## src/rtl/wb_gpio_pkg.sv

```systemverilog
// ============================================================================
// Module      : wb_gpio_pkg
// Description : Shared constants, encodings and helpers for wb_gpio_ctrl.
// Revision    : 1.0 - initial release
// ============================================================================
`default_nettype none

package wb_gpio_pkg;

    localparam logic [7:0] OFS_OUT      = 8'h00;
    localparam logic [7:0] OFS_OE       = 8'h04;
    localparam logic [7:0] OFS_IN       = 8'h08;
    localparam logic [7:0] OFS_EDGE_SEL = 8'h0C;
    localparam logic [7:0] OFS_IRQ_EN   = 8'h10;
    localparam logic [7:0] OFS_IRQ_STAT = 8'h14;
    localparam logic [7:0] OFS_ROUTE_LO = 8'h18;
    localparam logic [7:0] OFS_ROUTE_HI = 8'h1C;

    localparam int NCH_MIN  = 1;
    localparam int NCH_MAX  = 32;
    localparam int SYNC_MIN = 2;
    localparam int SYNC_MAX = 3;

    typedef enum logic [1:0] {
        ROUTE_IRQ0 = 2'd0,
        ROUTE_IRQ1 = 2'd1,
        ROUTE_IRQ2 = 2'd2,
        ROUTE_OFF  = 2'd3
    } route_e;

    typedef enum logic [0:0] {
        ST_IDLE = 1'b0,
        ST_ACK  = 1'b1
    } wb_state_e;

    // Byte-lane merge of write data into an existing 32-bit register image.
    function automatic logic [31:0] wb_merge(input logic [31:0] old_v,
                                             input logic [31:0] wdat,
                                             input logic [3:0]  sel);
        logic [31:0] r;
        r = old_v;
        for (int b = 0; b < 4; b++) begin
            if (sel[b]) begin
                r[8*b +: 8] = wdat[8*b +: 8];
            end
        end
        return r;
    endfunction

endpackage

`default_nettype wire

```

## src/rtl/gpio_edge_sync.sv

```systemverilog
// ============================================================================
// Module      : gpio_edge_sync
// Description : Per-channel input synchroniser, previous-value flop and
//               selectable rising/falling edge detector.
// Revision    : 1.0 - initial release
// ============================================================================
`default_nettype none

module gpio_edge_sync #(
    parameter int SYNC_STAGES = 2
) (
    input  logic clk_i,
    input  logic rst_ni,
    input  logic din_i,
    input  logic edge_fall_i,
    output logic sync_o,
    output logic evt_o
);

    logic [SYNC_STAGES-1:0] sync_q;
    logic                   prev_q;

    always_ff @(posedge clk_i) begin
        if (!rst_ni) begin
            sync_q <= '0;
            prev_q <= 1'b0;
        end else begin
            sync_q <= {sync_q[SYNC_STAGES-2:0], din_i};
            prev_q <= sync_q[SYNC_STAGES-1];
        end
    end

    assign sync_o = sync_q[SYNC_STAGES-1];
    assign evt_o  = edge_fall_i ? (prev_q & ~sync_o) : (sync_o & ~prev_q);

endmodule

`default_nettype wire

```

## src/rtl/wb_gpio_ctrl.sv

```systemverilog
// ============================================================================
// Module      : wb_gpio_ctrl
// Description : Wishbone-classic GPIO controller with edge interrupts routed
//               onto three level interrupt lines.
// Revision    : 1.0 - initial release
// ============================================================================
`default_nettype none

module wb_gpio_ctrl
    import wb_gpio_pkg::*;
#(
    parameter int          NCH         = 16,
    parameter logic [31:0] BASE_ADDR   = 32'h3000_0000,
    parameter int          SYNC_STAGES = 2
) (
    input  logic            wb_clk_i,
    input  logic            wb_rst_n,
    input  logic            wbs_cyc_i,
    input  logic            wbs_stb_i,
    input  logic            wbs_we_i,
    input  logic [31:0]     wbs_adr_i,
    input  logic [31:0]     wbs_dat_i,
    input  logic [3:0]      wbs_sel_i,
    output logic            wbs_ack_o,
    output logic [31:0]     wbs_dat_o,
    input  logic [NCH-1:0]  io_in,
    output logic [NCH-1:0]  io_out,
    output logic [NCH-1:0]  io_oeb,
    output logic [2:0]      irq
);

    localparam int ARM_CNT = SYNC_STAGES + 1;
    localparam int ARM_W   = $clog2(ARM_CNT + 1);

    if (NCH < NCH_MIN || NCH > NCH_MAX) begin : g_bad_nch
        $error("wb_gpio_ctrl: NCH out of range");
    end
    if (SYNC_STAGES < SYNC_MIN || SYNC_STAGES > SYNC_MAX) begin : g_bad_sync
        $error("wb_gpio_ctrl: SYNC_STAGES out of range");
    end

    wb_state_e          state_q, state_d;
    logic [NCH-1:0]     out_q,   out_d;
    logic [NCH-1:0]     oe_q,    oe_d;
    logic [NCH-1:0]     edge_q,  edge_d;
    logic [NCH-1:0]     en_q,    en_d;
    logic [NCH-1:0]     stat_q,  stat_d;
    logic [2*NCH-1:0]   route_q, route_d;
    logic [31:0]        dat_q,   dat_d;
    logic [2:0]         irq_q,   irq_d;
    logic [ARM_W-1:0]   arm_q,   arm_d;

    logic [NCH-1:0]     w_sync;
    logic [NCH-1:0]     w_evt_raw;
    logic [NCH-1:0]     w_evt;
    logic               w_armed;
    logic               w_sel;
    logic               w_go;
    logic               w_wr;
    logic [7:0]         w_ofs;
    logic [63:0]        w_route_ext;
    logic [31:0]        w_rd;

    for (genvar i = 0; i < NCH; i++) begin : g_ch
        gpio_edge_sync #(
            .SYNC_STAGES (SYNC_STAGES)
        ) u_edge_sync (
            .clk_i       (wb_clk_i),
            .rst_ni      (wb_rst_n),
            .din_i       (io_in[i]),
            .edge_fall_i (edge_q[i]),
            .sync_o      (w_sync[i]),
            .evt_o       (w_evt_raw[i])
        );
    end

    // Synchroniser flops come out of reset at 0; hold off events until they
    // and the previous-value flop reflect the real pad levels.
    assign w_armed = (arm_q == ARM_W'(ARM_CNT));
    assign w_evt   = w_armed ? w_evt_raw : '0;
    assign arm_d   = w_armed ? arm_q : arm_q + 1'b1;

    assign w_sel       = wbs_cyc_i & wbs_stb_i & (wbs_adr_i[31:8] == BASE_ADDR[31:8]);
    assign w_go        = (state_q == ST_IDLE) & w_sel;
    assign w_wr        = w_go & wbs_we_i;
    assign w_ofs       = wbs_adr_i[7:0];
    assign w_route_ext = 64'(route_q);

    always_comb begin
        state_d = state_q;
        case (state_q)
            ST_IDLE: if (w_sel) state_d = ST_ACK;
            ST_ACK:  state_d = ST_IDLE;
            default: state_d = ST_IDLE;
        endcase
    end

    // Events are OR-ed in after the W1C mask so a same-cycle set wins.
    always_comb begin
        out_d   = out_q;
        oe_d    = oe_q;
        edge_d  = edge_q;
        en_d    = en_q;
        route_d = route_q;
        stat_d  = stat_q | w_evt;
        if (w_wr) begin
            case (w_ofs)
                OFS_OUT:      out_d  = NCH'(wb_merge(32'(out_q),  wbs_dat_i, wbs_sel_i));
                OFS_OE:       oe_d   = NCH'(wb_merge(32'(oe_q),   wbs_dat_i, wbs_sel_i));
                OFS_EDGE_SEL: edge_d = NCH'(wb_merge(32'(edge_q), wbs_dat_i, wbs_sel_i));
                OFS_IRQ_EN:   en_d   = NCH'(wb_merge(32'(en_q),   wbs_dat_i, wbs_sel_i));
                OFS_IRQ_STAT: stat_d = (stat_q & ~NCH'(wb_merge(32'h0, wbs_dat_i, wbs_sel_i)))
                                       | w_evt;
                OFS_ROUTE_LO: route_d = (2*NCH)'({w_route_ext[63:32],
                                        wb_merge(w_route_ext[31:0], wbs_dat_i, wbs_sel_i)});
                OFS_ROUTE_HI: route_d = (2*NCH)'({wb_merge(w_route_ext[63:32], wbs_dat_i, wbs_sel_i),
                                        w_route_ext[31:0]});
                default: ;
            endcase
        end
    end

    always_comb begin
        w_rd = 32'h0;
        case (w_ofs)
            OFS_OUT:      w_rd = 32'(out_q);
            OFS_OE:       w_rd = 32'(oe_q);
            OFS_IN:       w_rd = 32'(w_sync);
            OFS_EDGE_SEL: w_rd = 32'(edge_q);
            OFS_IRQ_EN:   w_rd = 32'(en_q);
            OFS_IRQ_STAT: w_rd = 32'(stat_q);
            OFS_ROUTE_LO: w_rd = w_route_ext[31:0];
            OFS_ROUTE_HI: w_rd = w_route_ext[63:32];
            default:      w_rd = 32'h0;
        endcase
        dat_d = (w_go & ~wbs_we_i) ? w_rd : 32'h0;
    end

    always_comb begin
        irq_d = 3'b000;
        for (int c = 0; c < NCH; c++) begin
            if (stat_q[c] & en_q[c]) begin
                case (route_q[2*c +: 2])
                    ROUTE_IRQ0: irq_d[0] = 1'b1;
                    ROUTE_IRQ1: irq_d[1] = 1'b1;
                    ROUTE_IRQ2: irq_d[2] = 1'b1;
                    default: ;
                endcase
            end
        end
    end

    always_ff @(posedge wb_clk_i) begin
        if (!wb_rst_n) begin
            state_q <= ST_IDLE;
            out_q   <= '0;
            oe_q    <= '0;
            edge_q  <= '0;
            en_q    <= '0;
            stat_q  <= '0;
            route_q <= '0;
            dat_q   <= '0;
            irq_q   <= '0;
            arm_q   <= '0;
        end else begin
            state_q <= state_d;
            out_q   <= out_d;
            oe_q    <= oe_d;
            edge_q  <= edge_d;
            en_q    <= en_d;
            stat_q  <= stat_d;
            route_q <= route_d;
            dat_q   <= dat_d;
            irq_q   <= irq_d;
            arm_q   <= arm_d;
        end
    end

    assign wbs_ack_o = (state_q == ST_ACK);
    assign wbs_dat_o = dat_q;
    assign io_out    = out_q;
    assign io_oeb    = ~oe_q;
    assign irq       = irq_q;

endmodule

`default_nettype wire
```

## config.mk

```make
export PLATFORM = sky130hd
export DESIGN_NAME = wb_gpio_ctrl
export DESIGN_NICKNAME = d
export VERILOG_FILES = /design/src/rtl/wb_gpio_pkg.sv /design/src/rtl/gpio_edge_sync.sv /design/src/rtl/wb_gpio_ctrl.sv
export SDC_FILE = /design/constraint.sdc
export NUM_CORES = 1
export LEC_CHECK = 0
export CAP_MARGIN = 20
export CORE_UTILIZATION = 32
export CTS_CLUSTER_SIZE = 24
export DETAILED_ROUTE_END_ITERATION = 6
export SLEW_MARGIN = 30
export SYNTH_ARGS = -nofsm -noshare
export SYNTH_HDL_FRONTEND = slang
export SYNTH_SLANG_ARGS = --single-unit
```

## constraint.sdc

```tcl
create_clock -name wb_clk_i -period 3.35 [get_ports wb_clk_i]
set_input_delay 0.8375 -clock wb_clk_i [delete_from_list [all_inputs] [get_ports wb_clk_i]]
set_output_delay 0.8375 -clock wb_clk_i [all_outputs]
set_load 0.05 [all_outputs]
```

# Word level (Yosys, flattened, before mapping)
# Cells that the tools add are included.
# classes
bitwise_logic	92
n_reduce_logical	30
eq_ne	40
addsub	1
mux	92
# ops
operator	count
32-bit one-hot mux with 7 select lines	1
1-bit two-way mux	65
1-bit AND	53
16-bit two-way mux	3
3-bit two-way mux	16
8-bit two-way mux	6
3-bit AND reduction	12
2-bit equality test, second input constant	17
1-bit inverter	34
2-bit by 1-bit equality test with 1-bit output, second input constant	16
2-bit logical NOT	16
16-bit inverter	2
16-bit bitwise OR	2
24-bit by 22-bit equality test with 1-bit output, second input constant	1
8-bit by 5-bit equality test with 1-bit output, second input constant	3
16-bit AND	1
8-bit by 4-bit equality test with 1-bit output, second input constant	2
8-bit by 3-bit equality test with 1-bit output, second input constant	1
8-bit logical NOT	1
2-bit by 1-bit adder with 2-bit output, second input constant	1
1-bit one-hot mux with 2 select lines	1
2-bit AND reduction	1
# totals
inputBits	89
regBits	198
output_inout_bits	68
wordCells	304

# Depth between registers and ports, before layout
# Gate-level depths: netlist of the first run.
# depth
word_depth	33
depth_mapped	8
mapped_depth_nobuf	5

# Hierarchy
# Synthesis of the first run repeated with hierarchy kept, for this count alone.
# unflattened
cells_unflattened	881
hier_area_um2	7988.9
# by_module_without_submodules
module	instances	area_per_inst_um2	seq_area_each_um2	cells_per_inst
wb_gpio_ctrl	1	6367.4	3002.9	737
gpio_edge_sync	16	101.3	60.1	9

# Worst setup path after synthesis of the first run
# No wires, ideal clock.
# synth_timing
path_kind	input to register
from	input port wbs_adr_i[8]
to	register route_q[16]
n_path_buf	1
setup_slack_ns	0.353
arrival_ns	2.869
setup_time_ns	0.128
required_time_ns	3.222
stages	6
path_cell_list	or4_4 -> or4_4 -> buf_6 -> nor4_4 -> mux2i_1 -> nor2_1
# synth_via
elab_chain_cells	5
# synth_rtl
element	line_no	rtl
from (decl)	wb_gpio_ctrl.sv:21	input logic [31:0] wbs_adr_i,
24-bit by 22-bit equality test with 1-bit output	wb_gpio_ctrl.sv:83	assign w_sel = wbs_cyc_i & wbs_stb_i & (wbs_adr_i[31:8] == BASE_ADDR[31:8]);
1-bit AND	wb_gpio_ctrl.sv:83	
1-bit AND	wb_gpio_ctrl.sv:84	assign w_go = (state_q == ST_IDLE) & w_sel;
1-bit AND	wb_gpio_ctrl.sv:85	assign w_wr = w_go & wbs_we_i;
3-bit AND reduction (no source line)	-	
to (signal assigned)	wb_gpio_ctrl.sv:172	route_q <= route_d;
to (decl)	wb_gpio_ctrl.sv:48	logic [2*NCH-1:0] route_q, route_d;
# No other way between the ends.
# A chain may end at the register's enable or synchronous reset.

# Worst setup path in the final report of the first run
# layout_timing
from	input port wbs_adr_i[8]
to	register route_q[31]
# Same word-level chain as after synthesis.

==> results of run 1 <==
==> synth_stat cells, drive strengths merged, types with 2 or more instances <==
library cell,number
o32ai,3
a21boi,16
or4b,2
and2,65
nand3b,21
buf,13
o21ai,110
a221oi,9
o22ai,4
clkbuf,41
and4,2
a21oi,35
nand3,94
nor2b,18
nor2,63
mux2i,23
inv,23
a31oi,4
nor3b,4
nand4,12
dfxtp,198
mux2,16
nand4b,5
nor3,30
a22o,8
a22oi,12
or3,4
nand2,66
nor4,10
or4,7
nor4b,2
mux4,4
==> layer usage <==
metal	up-vias	track usage
li1	3655	-
met1	3481	0.291
met2	284	0.319
met3	15	0.0396
met4	0	0.0407
met5	-	0
==> placed cells by master (no fill, tap or decap), types with 18 or more instances in the layout <==
| cell type | instances |
|---|---|
| nand2_1 | 66 |
| nor2_1 | 63 |
| nor3_1 | 30 |
| a21oi_1 | 35 |
| nand3_1 | 94 |
| and2_1 | 64 |
| nand3b_1 | 21 |
| inv_1 | 23 |
| clkdlybuf4s50_1 | 154 |
| dfxtp_1 | 198 |
| o21ai_0 | 110 |
| buf_4 | 36 |
| nor2b_1 | 18 |
| mux2i_1 | 23 |
==> power by group <==
part           switching [mW]  internal, mW  total (mW)
Clock                   0.984          1.12        2.10
Sequential             0.0198          2.38        2.40
Combinational           0.159         0.161       0.320
==> worst max-delay path: stages <==
cell             delay (ps)
clkdlybuf4s50_1         410
or4_4                   550
or4_4                   630
nor4_4                  340
buf_12                  180
mux2i_1                 210
nor2_1                   50
==> worst max-delay path by stage <==
stage / from / to / slack (ps) / cells past startpoint
6_report: wbs_adr_i[8] / route_q[31] / 450 / 7
5_1_grt: wbs_adr_i[23] / wbs_dat_o[14] / 410 / 7
4_1_cts: wbs_adr_i[8] / route_q[31] / 450 / 7
3_5_place_dp: wbs_adr_i[23] / wbs_dat_o[8] / 4 / 7
3_3_place_gp: wbs_adr_i[8] / route_q[22] / 50 / 7
2_1_floorplan: wbs_adr_i[8] / route_q[16] / 350 / 6
==> final cells by class <==
type	instances	area, um2	share of cell area
clock buffers	21	470	0.0430
flip-flops and latches	198	3960	0.362
multi-input cells	660	3960	0.362
well taps	330	413	0.0377
repair buffers	196	1920	0.175
clock inverters	11	136	0.0125
inverters	23	86.3	0.00789
==> registers in the layout, indices dropped and copies added, names as in the netlist, 2 cells and up <==
signal,flops
stat_q,16
g_ch.u_edge_sync.prev_q,16
edge_q,16
g_ch.u_edge_sync.sync_q,32
irq,3
en_q,16
oe_q,16
wbs_dat_o,32
io_out,16
route_q,32
arm_q,2
==> per-stage QoR <==
step	hold slack, ps	instance area, um2	std cells	utilization	power (mW)
floorplan	412	8220	935	-	2.59
global placement	413	10300	1407	0.411	2.78
detailed placement	418	10300	1407	0.411	2.78
CTS	436	10900	1439	0.435	4.86
global route	447	10900	1439	0.435	4.99
finish	433	10900	1439	0.435	4.82
==> cell families (layout without fill, tap and decap cells) <==
group / Yosys count / count (layout)
flip-flops: 198 / 198
adder cells (fa/ha/maj): 1 / 1
multiplexers: 43 / 43
buffers and inverters: 77 / 251
AO/OA/AOI/OAI: 208 / 208
AND/OR/NAND/NOR: 407 / 407
XOR/XNOR: 1 / 1
==> summary.txt, run 1 <==
Hold path
  • Hold/Removal Path Class: reg -> reg
  • Min-Delay Endpoint: g_ch[3].u_edge_sync.sync_q[1]
  • Hold path depth: 1
  • Hold Startpoint: g_ch[3].u_edge_sync.sync_q[0]

Clock network
  • Number of CTS-inserted buffers: 17
  • Skew-Pair Late Insertion Delay: 440 ps
  • Root buffer cell: clkbuf_16
  • H-tree depth: 4
  • Max Root-Sink Buffers: 2
  • PostCTS Resize Cnt: 0
  • Post-cts hold buffer count: 0
  • Post-CTS setup repair buffer count: 0
  • TritonCTS clock tree: yes
  • Clk pin slew, worst setup/hold paths: 80 ps
  • Clock sinks: 198

Yosys
  • Synth Cell Area: 8220 um2
  • Post-Synth XOR/XNOR Area: 0.00107
  • Ys Warns: 0
  • Post-synth ARST share: 0
  • Multiplexer area fraction after synthesis: 0.0609
  • Area contributors post-synth: dfxtp_1 (48%), o21ai_0 (6.7%), nand3_1 (5.7%)
  • Post-synth top area share: 0.482
  • Sequential fraction of the synthesis area: 0.482
  • Synth Flop Type: dfxtp_1
  • #FFs+latches synth: 198
  • Synth Area in Compound Gates: 0.149
  • Simple-gate share of the synthesized area: 0.268
  • Synth Area per Inst: 8.79 um2
  • Post-synth EDFFs: 0
  • Leading area contributor after synthesis: dfxtp_1
  • Main combinational cell family by area after synthesis: simple AND/OR/NAND/NOR gates
  • Syn_nets: 1025
  • Cell variety after synth: 51
  • Post-Synth Adder-Cell Area: 0.00152
  • Synth Instances: 935

Worst setup path
  • Crit. End Element: flop
  • WP data required: 3680 ps
  • R2R depth: 6
  • FF-to-FF setup slack: 1090 ps
  • Worst path arrival time: 3230 ps
  • Reg-to-reg endpoint: route_q[31]
  • CP Max Fanout: 8
  • FF-to-FF Start: wbs_ack_o
  • Kind of critical path: in -> reg
  • CP Launch Type: input pin

Die
  • Die ar.: 26300 um2
  • Top Ports: 157
  • Row cnt: 58
  • Core Area: 25200 um2
  • DIE WIDTH: 162 um
  • Die height: 162 um
  • Initial Util: 0.326

Routing
  • WL final: 26500 um
  • M1 WL: 12600 um
  • Routed Antenna Nets: 0
  • DR DRC count: 0
  • Initial drt markers: 568
  • Via count: 7435
  • WL met3: 1800 um
  • Mean number of vias per cell: 5.17
  • WL met2: 11900 um
  • Wire length per cell: 18.4 um
  • Uppermost layer routed: met4
  • Drt pass-1 iters: 5

Cells and area
  • Final #Nets: 1186
  • Layout cells sized above 1: 0.0938
  • N_diodes: 0
  • Filler cells: 2444
  • Area grow syn2layout: 33.2%

STA
  • Final Skew: 13.7 ps
  • Fmax: 345 MHz
  • Max_slew headroom: 0.424
  • Slew Limit Fails: 0
  • Worst-Margin Slew: 865 ps
  • Final period util: 0.866
  • Final worst path period need: 2900 ps
  • Final Hold Viols: 0
  • Final setup violation count: 0
  • Unrepaired setup endpoints after global routing: no
  • Setup TNS: 0 ps
  • Final WS setup: 450 ps

GRT
  • First-pass GRT wire length: 40700 um
  • Largest net degree at the start of global routing: 102
  • Initial antenna violation count: 0
  • Vias in the first global route: 6973
  • Gr usage total: 0.204
  • Total grt overflow: 0

Placement
  • Pre-CTS setup slack: 4.36 ps
  • I/O Buffers: 156
  • Placed wire-length estimate: 18900 um
  • GPL Wtd Cong: 0.917

Power and ir drop
  • Static leakage: 3.79 nW
  • Power density over cell area: 441 nW/um2
  • VDD IR max: 304 uV

Job
  • Max Cap Viol: 0

Outcome
  • Outcome: finished, final reports clean
Note: power is estimated with default switching activity, not from simulation.
==> inputs of run 2 (changes only) <==
Settings changed: ABC_CLOCK_PERIOD_IN_PS from default to 3350.
==> results of run 2 <==
Final layout, timing and power as in run 1 (identical DEF).
